===== config.mk =====
export PLATFORM = sky130hd
export DESIGN_NAME = spi_host_byte_select
export DESIGN_NICKNAME = d
export VERILOG_FILES = /design/src/rtl/spi_host_cmd_pkg.sv /design/src/rtl/spi_host_byte_pick.sv /design/src/rtl/spi_host_byte_select.sv
export SDC_FILE = /design/constraint.sdc
export NUM_CORES = 1
export LEC_CHECK = 0
export ABC_CLOCK_PERIOD_IN_PS = 5000
export CAP_MARGIN = 20
export CORE_MARGIN = 1.5
export CORE_UTILIZATION = 50
export CTS_CLUSTER_DIAMETER = 50
export DETAILED_ROUTE_END_ITERATION = 10
export PLACE_DENSITY = 0.9
export SYNTH_ARGS = -nofsm -noshare
export SYNTH_HDL_FRONTEND = slang
export SYNTH_HIERARCHICAL = 1
export SYNTH_SLANG_ARGS = --single-unit

===== constraint.sdc =====
create_clock -name clk_i -period 5 [get_ports clk_i]
set_input_delay 0.5 -clock clk_i [delete_from_list [all_inputs] [get_ports clk_i]]
set_output_delay 0.5 -clock clk_i [all_outputs]
set_load 0.05 [all_outputs]

===== src/rtl/spi_host_cmd_pkg.sv =====
// Shared SPI host command/data types and byte-lane helpers.
// Used by the TX byte selector and the RX packer.
package spi_host_cmd_pkg;

   localparam int ByteLanes = 4;

   typedef logic [ByteLanes-1:0] byte_mask_t;

   // Lowest set lane, or highest set lane when msb_first.
   function automatic logic [1:0] byte_lane_sel(
      input byte_mask_t mask,
      input logic       msb_first
   );
      logic [1:0] sel;
      sel = '0;
      if (msb_first) begin
         for (int i = 0; i < ByteLanes; i++) begin
            if (mask[i]) sel = i[1:0];
         end
      end else begin
         for (int i = ByteLanes - 1; i >= 0; i--) begin
            if (mask[i]) sel = i[1:0];
         end
      end
      return sel;
   endfunction

   // Enables with a hole between set lanes.
   function automatic logic byte_mask_sparse(
      input byte_mask_t mask
   );
      logic s;
      unique case (mask)
         4'b0101,
         4'b1001,
         4'b1010,
         4'b1011,
         4'b1101: s = 1'b1;
         default: s = 1'b0;
      endcase
      return s;
   endfunction

endpackage


===== src/rtl/spi_host_byte_pick.sv =====
// Combinational lane picker: next lane to send and last-lane flag.
// Shared between the TX byte selector and the RX packer.
module spi_host_byte_pick
   import spi_host_cmd_pkg::*;
(
   input  byte_mask_t  mask_i,
   input  logic        swap_i,
   output logic [1:0]  sel_o,
   output logic        last_o
);

   assign sel_o  = byte_lane_sel(mask_i, swap_i);

   // Exactly one bit set: nonzero and clearing the lowest bit leaves zero.
   assign last_o = (mask_i != '0) &&
                   ((mask_i & (mask_i - 1'b1)) == '0);

endmodule


===== src/rtl/spi_host_byte_select.sv =====
// TX word to byte serialiser, one enabled byte per handshake.
// Optional sparse-enable flag: SPI_HOST_BYTE_SELECT_SPARSE_ERR_EN.
module spi_host_byte_select
   import spi_host_cmd_pkg::*;
#(
   parameter logic SwapBytes = 1'b0
) (
   input  logic        clk_i,
   input  logic        rst_ni,
   input  logic [31:0] word_i,
   input  logic [3:0]  word_be_i,
   input  logic        word_valid_i,
   output logic        word_ready_o,
   output logic [7:0]  byte_o,
   output logic        byte_valid_o,
   input  logic        byte_ready_i,
   output logic        byte_last_o,
   input  logic        sw_rst_i,
   output logic        empty_o,
   output logic        err_sparse_o
);

   logic [31:0] data_q, data_d;
   byte_mask_t  mask_q, mask_d;
   logic [1:0]  sel;
   logic        pick_last;
   logic        take;
   logic        load;

   spi_host_byte_pick u_pick (
      .mask_i (mask_q),
      .swap_i (SwapBytes),
      .sel_o  (sel),
      .last_o (pick_last)
   );

   assign byte_valid_o = |mask_q;
   assign empty_o      = ~byte_valid_o;
   assign byte_last_o  = byte_valid_o & pick_last;
   assign byte_o       = byte_valid_o ?
                         data_q[{sel, 3'b000} +: 8] : 8'h00;

   assign take = byte_valid_o & byte_ready_i;

   // Refill in the same cycle the last byte leaves: no bubble.
   assign word_ready_o = ~sw_rst_i &
                         (~byte_valid_o | (take & byte_last_o));

   assign load = word_valid_i & word_ready_o;

   // Next state: clear sent lane, load overrides, flush dominates.
   always_comb begin
      data_d = data_q;
      mask_d = mask_q;
      if (take) begin
         mask_d[sel] = 1'b0;
      end
      if (load) begin
         data_d = word_i;
         mask_d = word_be_i;
      end
      if (sw_rst_i) begin
         data_d = '0;
         mask_d = '0;
      end
   end

   // Held word and pending-lane mask.
   always_ff @(posedge clk_i or negedge rst_ni) begin
      if (!rst_ni) begin
         data_q <= '0;
         mask_q <= '0;
      end else begin
         data_q <= data_d;
         mask_q <= mask_d;
      end
   end

`ifdef SPI_HOST_BYTE_SELECT_SPARSE_ERR_EN
   logic err_q, err_d;

   assign err_d = load & byte_mask_sparse(word_be_i);

   // One-cycle pulse after accepting a word with holey enables.
   always_ff @(posedge clk_i or negedge rst_ni) begin
      if (!rst_ni) begin
         err_q <= 1'b0;
      end else if (sw_rst_i) begin
         err_q <= 1'b0;
      end else begin
         err_q <= err_d;
      end
   end

   assign err_sparse_o = err_q;
`else
   assign err_sparse_o = 1'b0;
`endif

endmodule

==> impl_metrics.env <==
export IMPL_status="finished clean"
export IMPL_ys_seq_area_share_pct=50.3
export IMPL_port_buffers=52
export IMPL_drtPass1Iterations=4
export IMPL_timing_rr_end="mask_q[1]"
export IMPL_tightest_slew_ns=1.09
export IMPL_crit_arrival_ns=3.13
export IMPL_clk_pin_slew_worst_paths_ns=0.12
export IMPL_initial_core_util_pct=52.9
export IMPL_leakage_uw=0.000975
export IMPL_grt_max_degree=37
export IMPL_cts_hold_buf=0
export IMPL_worstSetupPathType="flop to primary output"
export IMPL_maxSlewHeadroom_pct=27.2
export IMPL_cts_resized=0
export IMPL_rr_startpoint="mask_q[2]"
export IMPL_setup_tns_ns=0
export IMPL_cts_buffer_depth=2
export IMPL_finalCriticalPeriod_ns=3.63
export IMPL_place_congestion=0.913
export IMPL_antenna_left=0
export IMPL_synth_area_leaders="dfrtp_1 (50%), a32o_1 (18%), mux4_2 (10%)"
export IMPL_drcViolationCount=0
export IMPL_antenna_found_initial=0
export IMPL_wl_per_cell_um=18.6
export IMPL_via_per_inst=6.11
export IMPL_grt_overflow=0
export IMPL_p_int_uw=512
export IMPL_crit_path_end="byte_o[1]"
export IMPL_die_h_um=62.9
export IMPL_die_area_um2=3950
export IMPL_rr_worst_depth=3
export IMPL_synth_cells=134
export IMPL_p_switching_uw=289
export IMPL_cp_cell_sequence="mux2i_1 > a221oi_2 > buf_4 > mux4_2 > nor2b_1 > clkdlybuf4s50_1"
export IMPL_hp_class="flop to flop"
export IMPL_clock_latency_ns=0.34
export IMPL_cpPeakStageDelay_ns=0.76
export IMPL_grt_pass1_wl_um=7020
export IMPL_pwr_share_clk_pct=19.3
export IMPL_syn2layout_area_growth_pct=33.3
export IMPL_synth_avg_cell_area_um2=13.4
export IMPL_cts_tree="yes"
export IMPL_vias=1417
export IMPL_dr_first_iter_drc_count=94
export IMPL_cp_num_buf_inv=2
export IMPL_yosys_area_top_type="dfrtp_1"
export IMPL_postCtsSetupBuffers=0
export IMPL_cp_slowest_cell="clkdlybuf4s50_1"
export IMPL_grt_total_usage_pct=23.1
export IMPL_hold_ws_ns=0.532
export IMPL_skew_ns=0.0192
export IMPL_hpwl_um=2930
export IMPL_slew_violations=0
export IMPL_core_um2=3390
export IMPL_antenna_cells=0
export IMPL_p_comb_share_pct=37.2
export IMPL_yosysMostFrequentCell="dfrtp_1"
export IMPL_ys_warnings_count=6
export IMPL_r2r_slack_ns=2.29
export IMPL_worst_setup_path_start_kind="flop"
export IMPL_drv_cap=0
export IMPL_synth_edf_count=0
export IMPL_finalNetCount=226
export IMPL_ir_drop_mv=0.231
export IMPL_fmax_mhz=275
export IMPL_synth_async_sr_flop_share_pct=100
export IMPL_crit_cells=6
export IMPL_ys_flop_type="dfrtp_1"
export IMPL_critPathRequiredTime_ns=4.50
export IMPL_cts_htree_levels=2
export IMPL_synth_top_cells_by_count="dfrtp_1 (36), a32o_1 (33), nor2b_1 (9)"
export IMPL_seq_power_share_pct=43.5
export IMPL_setup_violations=0
export IMPL_crit_family="buffers and inverters"
export IMPL_cts_buffers=5
export IMPL_placementRows=21
export IMPL_hold_start="data_q[22]"
export IMPL_io_pins=54
export IMPL_period_share_pct=72.7
export IMPL_final_hold_viol_count=0
export IMPL_die_x_um=62.9
export IMPL_synth_top_area_share_pct=50.3
export IMPL_drive_gt1_share_pct=11.8
export IMPL_ys_ff_latch=36
export IMPL_grt_setup_unrepaired="no"
export IMPL_grt_pass1_vias=1459
export IMPL_ys_types=28
export IMPL_cp_startpoint="mask_q[1]"
export IMPL_p_sw_share_pct=36.1
export IMPL_p_per_area_nw_per_um2=335
export IMPL_routed_wl_um=4310
export IMPL_syn_area_um2=1790
export IMPL_crit_path_end_kind="primary output"
export IMPL_root_buffer="clkbuf_4"
export IMPL_cp_max_fo=8
export IMPL_cts_sinks=36
worst min-delay path by stage:
stage,endpoint,depth (start not counted),slack [ns]
2_1_floorplan,data_q[0],0,0.20
3_3_place_gp,data_q[21],1,0.51
3_5_place_dp,data_q[22],1,0.51
4_1_cts,data_q[22],1,0.54
5_1_grt,data_q[22],1,0.56
6_report,data_q[22],1,0.53
power by group through the flow:
stage	combinational (uW)	sequential (uW)	clock, uW
floorplan	205	346	0
global placement	284	352	0
detailed placement	294	354	0
CTS	294	348	162
global route	317	353	175
finish	298	349	154
metrics by stage:
step / setup WS, ns / util (%) / power, uW / area [um2] / std cells
6_report: 1.37 / 70.5 / 801 / 2390 / 232
3_5_place_dp: 1.70 / 68.4 / 648 / 2320 / 223
4_1_cts: 1.33 / 70.0 / 805 / 2370 / 231
5_1_grt: 1.17 / 70.5 / 844 / 2390 / 232
2_1_floorplan: 2.30 / - / 552 / 1800 / 137
3_3_place_gp: 1.85 / 68.4 / 636 / 2320 / 223
cell usage in the layout (no fill, tap or decap), drive strengths merged:
master,netlist,final
a221oi,2,2
a22o,1,1
a32o,33,33
and2,1,1
buf,10,3
clkbuf,4,5
clkdlybuf4s50,0,52
clkinv,1,4
conb,1,4
dfrtp,36,36
inv,3,3
mux2i,3,3
mux4,8,8
nand2,4,4
nor2,5,5
nor2b,9,9
nor4,1,1
o211a,1,1
o211ai,2,2
o21a,1,1
o21ai,1,1
o22a,1,1
o311ai,1,1
o31a,1,1
or3,1,1
or4b,2,2
xnor2,1,1
flip-flops by register name, indices dropped and copies added, names as in the netlist:
name,flops
data_q,32
mask_q,4
metal layers:
layer  vias to the layer above  GRT usage (%)  part of all wire (%)
li1                        640              -                     -
met4                         0           8.89                   1.2
met5                         -              0                     0
met2                        68           35.4                    49
met3                         6           7.93                   8.4
met1                       703           30.3                    41
cells by family after synthesis:
group / share of synthesized area (%)
other cells: 0.209
mux: 11.7
simple gates: 8.03
xor+xnor: 0.489
flops: 50.3
compound gates: 23.5
buf+inv: 5.79
final cells by class:
cell class / instances / area [um2]
Timing Repair Buffer: 55 / 551
Clock inverter: 3 / 18.8
Clock buffer: 5 / 37.5
Multi-Input combinational cell: 83 / 808
Inverter: 4 / 15.0
Sequential cell: 36 / 901
Tap cell: 46 / 57.6
Fill cell: 248 / 1000
(Power assumes the default switching activity.)
